<file path="src/rtl/vid_timing_sched.sv">
// Video timing scheduler: sync/blank/active-video generator stepped by gen_ce, with fault-driven blanked resync.
// Build macro VID_TIMING_SCHED_POL_EN adds hsync_pol/vsync_pol inputs (sampled in IDLE) that invert the syncs.
module vid_timing_sched #(
    parameter int H_ACTIVE     = 640,
    parameter int H_FP         = 16,
    parameter int H_SYNC       = 96,
    parameter int H_BP         = 48,
    parameter int V_ACTIVE     = 480,
    parameter int V_FP         = 10,
    parameter int V_SYNC       = 2,
    parameter int V_BP         = 33,
    parameter int RESYNC_LINES = 4,
    parameter int LOCK_FRAMES  = 3
) (
    input  logic       aclk,
    input  logic       rst,
    input  logic       enable,
    input  logic       gen_ce,
    input  logic       locked,
    input  logic       wr_error,
`ifdef VID_TIMING_SCHED_POL_EN
    input  logic       hsync_pol,
    input  logic       vsync_pol,
`endif
    output logic       vtg_hsync,
    output logic       vtg_vsync,
    output logic       vtg_hblank,
    output logic       vtg_vblank,
    output logic       vtg_act_vid,
    output logic       frame_start,
    output logic       busy,
    output logic       lock_fail,
    output logic [7:0] resync_count
);
    localparam int H_TOTAL = H_ACTIVE + H_FP + H_SYNC + H_BP;
    localparam int V_TOTAL = V_ACTIVE + V_FP + V_SYNC + V_BP;
    localparam int HW = $clog2(H_TOTAL);
    localparam int VW = $clog2(V_TOTAL);
    localparam int RW = $clog2(RESYNC_LINES + 1);
    localparam int LW = $clog2(LOCK_FRAMES + 1);

    localparam logic [HW-1:0] H_LAST = HW'(H_TOTAL - 1);
    localparam logic [HW-1:0] H_ACT  = HW'(H_ACTIVE);
    localparam logic [HW-1:0] HS_BEG = HW'(H_ACTIVE + H_FP);
    localparam logic [HW-1:0] HS_END = HW'(H_ACTIVE + H_FP + H_SYNC);
    localparam logic [VW-1:0] V_LAST = VW'(V_TOTAL - 1);
    localparam logic [VW-1:0] V_ACT  = VW'(V_ACTIVE);
    localparam logic [VW-1:0] VS_BEG = VW'(V_ACTIVE + V_FP);
    localparam logic [VW-1:0] VS_END = VW'(V_ACTIVE + V_FP + V_SYNC);
    localparam logic [RW-1:0] RL_LAST = RW'(RESYNC_LINES - 1);
    localparam logic [LW-1:0] UF_LAST = LW'(LOCK_FRAMES - 1);

    typedef enum logic [1:0] {IDLE, START, RUN, RESYNC} state_t;

    state_t        state, state_nx;
    logic [HW-1:0] h_cnt, h_nx, h_step;
    logic [VW-1:0] v_cnt, v_nx, v_step;
    logic [RW-1:0] rl_cnt, rl_nx;
    logic [LW-1:0] uf_cnt, uf_nx;
    logic          hs_q, vs_q, hb_q, vb_q, av_q, fs_q;
    logic          hs_nx, vs_nx, hb_nx, vb_nx, av_nx, fs_nx;
    logic          lf_nx;
    logic [7:0]    rc_nx;
    logic          locked_q;
    logic          h_last, v_last, fault, lock_to;
    logic          dec_hs, dec_vs, dec_hb, dec_vb;

    assign h_last = (h_cnt == H_LAST);
    assign v_last = (v_cnt == V_LAST);
    assign h_step = h_last ? '0 : h_cnt + HW'(1);
    assign v_step = h_last ? (v_last ? '0 : v_cnt + VW'(1)) : v_cnt;

    assign dec_hb = (h_cnt >= H_ACT);
    assign dec_hs = (h_cnt >= HS_BEG) && (h_cnt < HS_END);
    assign dec_vb = (v_cnt >= V_ACT);
    assign dec_vs = (v_cnt >= VS_BEG) && (v_cnt < VS_END);

    // Write error and lock loss coincide as a single fault event.
    assign fault   = wr_error | (locked_q & ~locked);
    assign lock_to = ~locked & gen_ce & h_last & v_last & (uf_cnt == UF_LAST);

    always_comb begin
        state_nx = state;
        h_nx     = h_cnt;
        v_nx     = v_cnt;
        rl_nx    = rl_cnt;
        uf_nx    = uf_cnt;
        hs_nx    = hs_q;
        vs_nx    = vs_q;
        hb_nx    = hb_q;
        vb_nx    = vb_q;
        av_nx    = av_q;
        fs_nx    = 1'b0;
        lf_nx    = lock_fail;
        rc_nx    = resync_count;
        if (!enable) begin
            state_nx = IDLE;
            h_nx     = '0;
            v_nx     = '0;
            rl_nx    = '0;
            uf_nx    = '0;
            hs_nx    = 1'b0;
            vs_nx    = 1'b0;
            hb_nx    = 1'b1;
            vb_nx    = 1'b1;
            av_nx    = 1'b0;
            lf_nx    = 1'b0;
            rc_nx    = '0;
        end else begin
            case (state)
                IDLE: state_nx = START;
                START: begin
                    if (gen_ce) begin
                        hs_nx    = dec_hs;
                        vs_nx    = dec_vs;
                        hb_nx    = dec_hb;
                        vb_nx    = dec_vb;
                        av_nx    = !dec_hb && !dec_vb;
                        fs_nx    = 1'b1;
                        h_nx     = h_step;
                        v_nx     = v_step;
                        state_nx = RUN;
                    end
                end
                RUN: begin
                    if (locked)
                        uf_nx = '0;
                    else if (gen_ce && h_last && v_last)
                        uf_nx = uf_cnt + LW'(1);
                    // A fault on the frame-wrap step suppresses that frame_start.
                    if (fault || lock_to) begin
                        state_nx = RESYNC;
                        h_nx     = '0;
                        v_nx     = '0;
                        rl_nx    = '0;
                        hs_nx    = 1'b0;
                        vs_nx    = 1'b0;
                        hb_nx    = 1'b1;
                        vb_nx    = 1'b1;
                        av_nx    = 1'b0;
                        if (fault && resync_count != 8'hFF)
                            rc_nx = resync_count + 8'd1;
                        if (lock_to) begin
                            lf_nx = 1'b1;
                            uf_nx = '0;
                        end
                    end else if (gen_ce) begin
                        hs_nx = dec_hs;
                        vs_nx = dec_vs;
                        hb_nx = dec_hb;
                        vb_nx = dec_vb;
                        av_nx = !dec_hb && !dec_vb;
                        fs_nx = (h_cnt == '0) && (v_cnt == '0);
                        h_nx  = h_step;
                        v_nx  = v_step;
                    end
                end
                RESYNC: begin
                    // Only h runs here; v stays 0 so the restart begins at 0,0.
                    if (gen_ce) begin
                        h_nx = h_step;
                        if (h_last) begin
                            if (rl_cnt == RL_LAST) begin
                                rl_nx    = '0;
                                state_nx = START;
                            end else begin
                                rl_nx = rl_cnt + RW'(1);
                            end
                        end
                    end
                end
                default: state_nx = IDLE;
            endcase
        end
    end

    always_ff @(posedge aclk or posedge rst) begin
        if (rst) begin
            state        <= IDLE;
            h_cnt        <= '0;
            v_cnt        <= '0;
            rl_cnt       <= '0;
            uf_cnt       <= '0;
            hs_q         <= 1'b0;
            vs_q         <= 1'b0;
            hb_q         <= 1'b1;
            vb_q         <= 1'b1;
            av_q         <= 1'b0;
            fs_q         <= 1'b0;
            lock_fail    <= 1'b0;
            resync_count <= '0;
            locked_q     <= 1'b0;
        end else begin
            state        <= state_nx;
            h_cnt        <= h_nx;
            v_cnt        <= v_nx;
            rl_cnt       <= rl_nx;
            uf_cnt       <= uf_nx;
            hs_q         <= hs_nx;
            vs_q         <= vs_nx;
            hb_q         <= hb_nx;
            vb_q         <= vb_nx;
            av_q         <= av_nx;
            fs_q         <= fs_nx;
            lock_fail    <= lf_nx;
            resync_count <= rc_nx;
            locked_q     <= locked;
        end
    end

`ifdef VID_TIMING_SCHED_POL_EN
    logic hpol_q, vpol_q;

    always_ff @(posedge aclk or posedge rst) begin
        if (rst) begin
            hpol_q <= 1'b0;
            vpol_q <= 1'b0;
        end else if (state == IDLE) begin
            hpol_q <= hsync_pol;
            vpol_q <= vsync_pol;
        end
    end

    // While IDLE (including reset) the live pol inputs set the idle sync level.
    assign vtg_hsync = hs_q ^ ((state == IDLE) ? hsync_pol : hpol_q);
    assign vtg_vsync = vs_q ^ ((state == IDLE) ? vsync_pol : vpol_q);
`else
    assign vtg_hsync = hs_q;
    assign vtg_vsync = vs_q;
`endif

    assign vtg_hblank  = hb_q;
    assign vtg_vblank  = vb_q;
    assign vtg_act_vid = av_q;
    assign frame_start = fs_q;
    assign busy        = (state != IDLE);
endmodule

</file>
<file path="config.mk">
export PLATFORM = sky130hd
export DESIGN_NAME = vid_timing_sched
export DESIGN_NICKNAME = d
export VERILOG_FILES = /design/src/rtl/vid_timing_sched.sv
export SDC_FILE = /design/constraint.sdc
export NUM_CORES = 1
export LEC_CHECK = 0
export CORE_MARGIN = 2
export CORE_UTILIZATION = 40
export CTS_BUF_LIST = sky130_fd_sc_hd__clkbuf_4
export CTS_CLUSTER_SIZE = 14
export DETAILED_ROUTE_END_ITERATION = 6
export PLACE_DENSITY_LB_ADDON = 0.12
export SLEW_MARGIN = 25
export SYNTH_ARGS = -nofsm -noshare
export SYNTH_HDL_FRONTEND = slang
export SYNTH_SLANG_ARGS = --single-unit
</file>
<file path="constraint.sdc">
create_clock -name aclk -period 3.7 [get_ports aclk]
set_clock_uncertainty 0.1 [all_clocks]
set_input_delay 0.74 -clock aclk [delete_from_list [all_inputs] [get_ports aclk]]
set_output_delay 0.74 -clock aclk [all_outputs]
set_load 0.01 [all_outputs]
</file>
== Word-level counts from Yosys, hierarchy flattened ==
Cells that the tools add are included.

* Eq/ne operators: 20
* Bitwise operators: 7
* Reductions and logical operators: 19
* Multiplexer cells: 63
* $add $sub $neg: 5
* Magnitude comparators: 6

{| class="wikitable"
|+ Operators with widths
! cell !! count
|-
| two-way mux 10 bit || 9
|-
| one-hot mux 10 bit (2 select lines) || 2
|-
| two-way mux 8 bit || 4
|-
| two-way mux 2 bit || 12
|-
| two-way mux 1 bit || 23
|-
| adder 10 x 1 -> 10 bit, second input constant || 2
|-
| equality test 10 bit, second input constant || 2
|-
| greater-or-equal comparator 10 bit, second input constant || 2
|-
| greater-or-equal comparator 10 x 9 -> 1 bit, second input constant || 2
|-
| logical NOT 10 bit || 2
|-
| two-way mux 3 bit || 5
|-
| != test 3 bit, second input constant || 5
|-
| one-hot mux 1 bit (2 select lines) || 6
|-
| < comparator 10 bit, second input constant || 1
|-
| < comparator 10 x 9 -> 1 bit, second input constant || 1
|-
| adder 8 x 1 -> 8 bit, second input constant || 1
|-
| != test 2 x 1 -> 1 bit, second input constant || 4
|-
| != test 8 bit, second input constant || 1
|-
| one-hot mux 2 bit (4 select lines) || 1
|-
| logical AND 1 bit || 7
|-
| equality test 2 bit, second input constant || 3
|-
| != test 3 x 1 -> 1 bit, second input constant || 2
|-
| one-hot mux 3 bit (2 select lines) || 1
|-
| AND reduction 3 bit || 2
|-
| other kinds (15) || 20
|}

* Bits of input ports: 6
* Word-level logic and storage cells: 134
* Output and inout port bits: 16
* Bits in registers: 43

== Logic depth before layout (Yosys ltp) ==
Gate-level depths: netlist of the first run.

* Depth after elaboration: 9
* Depth in mapped cells: 8
* Gate-level depth less buffers: 7

== Worst setup path after synthesis of the first run ==
No wires, ideal clock.

* Path type: input-to-reg
* Start: input locked
* End: register h_cnt[1]
* Stages: 5
* Path slack: 1.247 ns
* Setup time: 0.122 ns
* Buffers on the path: 0
* Arrival: 2.232 ns
* Data required time: 3.478 ns
* Cell sequence: or4b_2 -> or4_1 -> o211ai_2 -> o21ai_2 -> a32o_1

* Longest elaborated chain between the ends: 9
* Elaborated cells on any way between the ends: 11
* Those cells by class: mux: 3; bitwise: 7; reduce/logical: 1

{| class="wikitable"
|+ RTL lines
! element !! line !! source
|-
| from (decl) || 19 || <nowiki>input logic locked,</nowiki>
|-
| NOT 1 bit * || 79, 80 ||
|-
| AND 1 bit (4 in series) || 80 || <nowiki>assign lock_to = ~locked & gen_ce & h_last & v_last & (uf_cnt == UF_LAST);</nowiki>
|-
| logical OR 1 bit * || 131 || <nowiki>if (fault || lock_to) begin</nowiki>
|-
| two-way mux 10 bit * || 131 ||
|-
| one-hot mux 10 bit (2 select lines) * || 110 || <nowiki>case (state)</nowiki>
|-
| two-way mux 10 bit * || 96 || <nowiki>if (!enable) begin</nowiki>
|-
| to (signal assigned) || 195 || <nowiki>h_cnt <= h_nx;</nowiki>
|-
| to (decl) || 56 || <nowiki>logic [HW-1:0] h_cnt, h_nx, h_step;</nowiki>
|}

Mark *: on every way between the ends. The rest lies on a longest branch, timed or not.
A chain may end at the register's enable or synchronous reset.

== Final worst setup path of the first run ==
* Start: input locked
* End: register h_cnt[4]

Same word-level chain as after synthesis.

==> metrics.md, run 1 <==
| Metric | Value |
|---|---|
| Post-route ant nets | 0 |
| Clock period minus final worst setup slack | 2.72 ns |
| Required @ worst endpoint | 3.86 ns |
| Die area | 7210 sq um |
| First-pass GRT wire length | 10.9 mm |
| CTS buffer count | 5 |
| Post-CTS Setup Bufs | 0 |
| Post-Syn Instances | 296 |
| Height of the die | ~85 um |
| Placed Area | 2930 sq um |
| Most common cell after layout, fill and taps aside | dfrtp_1 |
| Starting Density | 0.413 |
| WS Path Type | input pin to register |
| GPL Wtd Cong | 0.864 |
| Pwr dens | 420 nW/um^2 |
| DRT iter0 DRCs | 118 |
| Drc violations | 0 |
| Yosys warns | 0 |
| # setup viols final | 0 |
| Total Power | approximately 1.3 mW |
| Placed Instances | approximately 390 |
| Die Width | approximately 85 um |
| Max clock buf depth | 2 |
| Synthesis-to-finish area growth | 15.7% |
| RSZ-0062 raised after global routing | no |
| Synth Cell Area | 2620 sq um |
| Flops & latches, synth | 43 |
| Sink Count | 43 |
| Max Cap Viol | 0 |
| CTS Hold Bufs | 0 |
| Initial antenna violation count | 0 |
| Most used DFF post-synth | dfrtp_1 |
| Core Rows | 29 |
| Fin cells | 396 |
| Share of layout cells above drive strength 1 | 0.0815 |
| CTS tree | done |
| Leak | 1.27 nW |
| Boundary pin count | 22 |
| Final period utilization | 0.736 |
| Routed WL per cell | 15.3 um |
| Worst relative slew slack | 0.421 |
| Hold Path Class | register to register |
| Post-synth EDFFs | 0 |
| DP Wirelength | 4.40 mm |
| Ant. Diodes | 0 |
| Commonest cells after routing, fill and taps aside | dfrtp_1, nand2_1, clkdlybuf4s50_1, nor2_1, inv_1 |
| Vias in the first global route | ~2200 |
| Final Hold Fails | 0 |
| Final Cell Area | roughly 3000 sq um |
| Hold WS | 0.409 ns |
| Fmax | between 300 and 400 MHz |
| Synth cell types | 53 |
| Status | completed |
| Crit path max fanout | 7 |
| CTS Root Cell | clkbuf_4 |
| CTS clock-pin slew for the worst setup and hold paths | 0.13 ns |
| Clock latency on the worst-skew pair | between 0.3 and 0.4 ns |
| Crit start category | input pin |
| Ys async rst share | 1.00 |
| Max-slew violations | 0 |
| Sequential share of the synthesized area | 0.412 |
| Max IR drop VDD | 263 uV |
| Largest net degree at the start of global routing | 24 |
| CP endpoint kind | register |
| Core area | 6350 sq um |
| Setup TNS | 0 ns |
| Via count | 2246 |
| # port buffers | 21 |
| Avg Cell Area, Syn | around 8.9 sq um |
| GR Util All Layers | 0.186 |
| GRT overflow | 0 |
| Detailed Routing Iterations Pass 1 | 4 |
| H-tree levels | 2 |
| Worst EP arrival | 2.88 ns |
| Post_cts resized | 0 |
| Via-to-Cell Ratio | 5.67 |
| Nets@finish | 335 |
| Worst Tran Pin Value | 0.863 ns |
| Syn_nets | 313 |
| Routed WL | between 6 and 7 mm |
## per-stage QoR
step | worst slack (ns) | utilization
2_1_floorplan | 1.25 | -
3_3_place_gp | 0.599 | 0.461
3_5_place_dp | 0.604 | 0.461
4_1_cts | 0.994 | 0.477
5_1_grt | 0.886 | 0.477
6_report | 0.978 | 0.477
## where the power goes
group | switching (mW) | leakage [nW] | total, mW | internal (mW)
logic | 0.223 | 0.624 | 0.368 | 0.145
clock network | 0.160 | 0.0559 | 0.378 | 0.218
registers | 0.0244 | 0.588 | 0.527 | 0.502
## cell families (layout without fill, tap and decap cells)
family          count (synthesis)  after routing  synth area share
mux                             8              8            0.0306
flops                          43             43             0.412
compound gates                 70             70             0.173
simple gates                  129            129             0.269
fa+ha+maj                      11             11            0.0525
xor+xnor                        6              6            0.0201
buf+inv                        29             52            0.0430
## cell type report
type                            instances  area, sq um
Timing Repair Buffer                   28          263
Sequential cell                        43         1080
Clock inverter                          2         60.1
Fill cell                             632         3320
Tap cell                               77         96.3
Inverter                               16         60.1
Multi-Input combinational cell        224         1430
Clock buffer                            6         45.0
## per-layer routing
metal / global-route usage / routed length, um
met1: 0.265 / 3010
met2: 0.296 / 2810
met3: 0.0321 / 199
met4: 0.0433 / 48
met5: 0 / 0
## Yosys cell counts, types with 2 or more instances
library cell / instances / share of area
dfrtp_1: 41 / 0.39
nand2_1: 35 / 0.050
nor2_1: 19 / 0.027
inv_1: 15 / 0.021
a21oi_1: 12 / 0.023
nand3_1: 12 / 0.023
ha_1: 11 / 0.053
clkbuf_1: 10 / 0.014
o21ai_0: 10 / 0.019
a31oi_1: 9 / 0.021
o21ai_1: 9 / 0.017
mux2i_1: 8 / 0.031
nand4_1: 8 / 0.019
nor4b_1: 7 / 0.023
nor2b_1: 6 / 0.014
nor3_1: 6 / 0.011
a21o_1: 5 / 0.014
nand2b_1: 5 / 0.012
nor4_1: 5 / 0.012
o22ai_1: 5 / 0.012
or3_1: 5 / 0.012
a41oi_1: 4 / 0.013
and3_1: 4 / 0.0095
xnor2_1: 4 / 0.013
and2_1: 3 / 0.0072
and4_1: 3 / 0.010
buf_2: 3 / 0.0057
or4_1: 3 / 0.0086
dfstp_2: 2 / 0.020
o21ai_2: 2 / 0.0067
o22a_1: 2 / 0.0067
xor2_1: 2 / 0.0067
## worst max-delay path: stages
cell,delay [ns]
clkdlybuf4s50_1,0.50
or4b_2,0.66
or4_1,0.44
o211ai_2,0.24
o21ai_0,0.11
a21o_1,0.18
## worst paths after layout
| check | slack, ns | to | from | depth (start not counted) |
|---|---|---|---|---|
| worst max-delay path | 0.98 | h_cnt[4]$_DFFE_PP0P_ | locked | 6 |
| worst min-delay path | 0.41 | rl_cnt[2]$_DFFE_PP0P_ | rl_cnt[2]$_DFFE_PP0P_ | 2 |
| worst max register to register | 1.08 | h_cnt[4]$_DFFE_PP0P_ | state[1]$_DFFE_PP0P_ | 7 |
| worst min register to register | 0.41 | rl_cnt[2]$_DFFE_PP0P_ | rl_cnt[2]$_DFFE_PP0P_ | 2 |
| max in group asynchronous | 2.13 | state[1]$_DFFE_PP0P_ | rst | 3 |
| min in group asynchronous | 0.65 | h_cnt[2]$_DFFE_PP0P_ | rst | 2 |
## registers in the layout, indices dropped and copies added, names as in the netlist, 2 cells and up
name          count
rl_cnt            3
state             2
resync_count      8
v_cnt            10
uf_cnt            2
h_cnt            10
(Power assumes the default switching activity.)
==> run 2, diff against run 1 <==
==> constraint.sdc (replaced) <==
create_clock -name aclk -period 2.63 [get_ports aclk]
set_clock_uncertainty 0.1 [all_clocks]
set_input_delay 0.526 -clock aclk [delete_from_list [all_inputs] [get_ports aclk]]
set_output_delay 0.526 -clock aclk [all_outputs]
set_load 0.01 [all_outputs]
==> run 2 against run 1 <==
Compared with the run above: cell area is 3.4% higher; first-iteration DRC count is 4.2% lower; clock power is 13% higher; non-clock buffer count is 14 higher; total power is 36% higher.
==> metrics.md, run 2 (same netlist as run 1, synthesis figures left out) <==
| Metric | Value |
|---|---|
| Status | completed (unchanged) |
| Initial antenna violation count | 0 (unchanged) |
| Post-route ant nets | 0 (unchanged) |
| Max clock buf depth | 2 (unchanged) |
| Drc violations | 0 (unchanged) |
| Most common cell after layout, fill and taps aside | dfrtp_1 (unchanged) |
| Ant. Diodes | 0 (unchanged) |
| Clock period minus final worst setup slack | 2.52 ns |
| CTS tree | done (unchanged) |
| Via-to-Cell Ratio | 5.59 (was 5.67) |
| Switching share of power | 0.340 (was 0.320) |
| Routed WL | 6.20 mm (was 6.07 mm) |
| Worst relative slew slack | 0.461 (was 0.421) |
| # port buffers | 21 (unchanged) |
| Final Hold Fails | 0 (unchanged) |
| GR Util All Layers | 0.184 (was 0.186) |
| Number of fill cells in the layout | 605 (was 632) |
| Required @ worst endpoint | 2.80 ns (was 3.86 ns) |
| CTS clock-pin slew for the worst setup and hold paths | 0.14 ns (was 0.13 ns) |
| Synthesis-to-finish area growth | 19.7% (was 15.7%) |
| CTS buffer count | 5 (unchanged) |
| Fin cells | 410 (was 396) |
| Comb pwr share | 0.326 (was 0.289) |
| Post_cts resized | 0 (unchanged) |
| Detailed Routing Iterations Pass 1 | 4 (unchanged) |
| Starting Density | 0.413 (unchanged) |
| Die Width | 84.9 um (unchanged) |
| Largest net degree at the start of global routing | 24 (unchanged) |
| WS Path Type | register to register (was input pin to register) |
| Die area | 7210 sq um (unchanged) |
| Routed WL per cell | 15.1 um (was 15.3 um) |
| GRT overflow | 0 (unchanged) |
| # setup viols final | 0 (unchanged) |
| Crit path max fanout | 4 (was 7) |
| Reg-to-Reg Start | state[1]$_DFFE_PP0P_ (unchanged) |
| Via count | 2293 (was 2246) |
| H-tree levels | 2 (unchanged) |
| P_sw | 0.590 mW (was 0.407 mW) |
| Commonest cells after routing, fill and taps aside | dfrtp_1, nand2_1, clkdlybuf4s50_1, buf_4, nor2_1 (was dfrtp_1, nand2_1, clkdlybuf4s50_1, nor2_1, inv_1) |
| CTS Hold Bufs | 0 (unchanged) |
| CTS Root Cell | clkbuf_4 (unchanged) |
| Pwr dens | 554 nW/um^2 (was 420 nW/um^2) |
| Core area | 6350 sq um (unchanged) |
| Vias in the first global route | 2174 (was 2237) |
| Crit start category | register (was input pin) |
| Leak | 1.34 nW (was 1.27 nW) |
| Max Cap Viol | 0 (unchanged) |
| Final Cell Area | 3140 sq um (was 3030 sq um) |
| Placed Area | 3040 sq um (was 2930 sq um) |
| Fmax | 396 MHz |
| Worst EP arrival | 2.69 ns (was 2.88 ns) |
| GPL Wtd Cong | 0.826 (was 0.864) |
| Nets@finish | 349 (was 335) |
| Clock latency on the worst-skew pair | 0.37 ns (was 0.35 ns) |
| Internal Power | 1.15 mW (was 0.866 mW) |
| Setup TNS | 0 ns (unchanged) |
| Hold Path Class | input pin to async pin (was register to register) |
| Placed Instances | 402 (was 388) |
| Worst Tran Pin Value | 0.804 ns (was 0.863 ns) |
| Sink Count | 43 (unchanged) |
| Max-slew violations | 0 (unchanged) |
| Max IR drop VDD | 428 uV (was 263 uV) |
| Largest regs | h_cnt: 10 flops, v_cnt: 10 flops, resync_count: 8 flops (unchanged) |
| Crit. Startpoint | state[1]$_DFFE_PP0P_ (was locked) |
| RSZ-0062 raised after global routing | no (unchanged) |
| DRT iter0 DRCs | 113 (was 118) |
| Clock power share | 0.246 (was 0.297) |
| Core Rows | 29 (unchanged) |
| Share of layout cells above drive strength 1 | 0.123 (was 0.0815) |
| Boundary pin count | 22 (unchanged) |
| CP endpoint kind | register (unchanged) |
| Height of the die | 84.9 um (unchanged) |
| First-pass GRT wire length | 10.8 mm (was 10.9 mm) |
| Final period utilization | 0.960 |
| DP Wirelength | 4.49 mm (was 4.40 mm) |
| Sequential share of power | 0.428 (was 0.414) |
| Post-CTS Setup Bufs | 0 (unchanged) |
[run 2: changes by cell type in the layout (fill, tap and decap cells not counted), sizes merged]
cell | before | now
clkbuf | 6 | 5
bufinv | 2 | 1
buf | 7 | 21
clkinv | 1 | 3
[run 2: area by class of cell]
cell class	instances	area [sq um]	share of cell area
Clock buffer	5	37.5	0.0120
Tap cell	77	96.3	0.0307
Timing Repair Buffer	42	380	0.121
Inverter	16	60.1	0.0192
Multi-Input combinational cell	224	1440	0.460
Sequential cell	43	1080	0.344
Clock inverter	3	38.8	0.0124
[run 2: worst max-delay path, cell delays in order (launching register included)]
cell and delay (ns):
dfrtp_1 0.42, inv_1 0.08, ha_2 0.18, or4b_2 0.65
or4_4 0.46, o211ai_4 0.24, o21ai_0 0.11, a21o_1 0.18
[run 2: metrics by stage]
stage	util	hold slack (ns)	power [mW]	worst slack (ns)
global route	0.494	0.445	1.85	0.00253
finish	0.494	0.408	1.74	0.106
floorplan	-	0.380	1.09	0.221
CTS	0.491	0.412	1.75	0.0712
detailed placement	0.479	0.394	1.32	-0.197
global placement	0.479	0.396	1.31	-0.186
[run 2: layer usage]
metal,share of wire,GRT usage,up-vias
met1,0.53,0.279,1099
met5,0,0,-
met4,0.015,0.0563,0
met2,0.43,0.271,26
met3,0.025,0.0292,10
li1,-,-,1158
[run 2: path summary, 6_finish.rpt]
check	to	slack [ns]	depth (start not counted)
worst max-delay path	h_cnt[4]$_DFFE_PP0P_	0.11	7
max in group asynchronous	h_cnt[4]$_DFFE_PP0P_	1.49	3
min in group aclk	rl_cnt[2]$_DFFE_PP0P_	0.41	2
worst min-delay path	state[0]$_DFFE_PP0P_	0.41	2
worst min register to register	rl_cnt[2]$_DFFE_PP0P_	0.41	2
worst max register to register	h_cnt[4]$_DFFE_PP0P_	0.11	7
[run 2: power by group through the flow]
| stage | registers [mW] | clock network, mW | logic [mW] |
|---|---|---|---|
| floorplan | 0.759 | 0 | 0.330 |
| global placement | 0.754 | 0 | 0.560 |
| detailed placement | 0.755 | 0 | 0.562 |
| CTS | 0.742 | 0.441 | 0.566 |
| global route | 0.751 | 0.456 | 0.642 |
| finish | 0.742 | 0.427 | 0.567 |
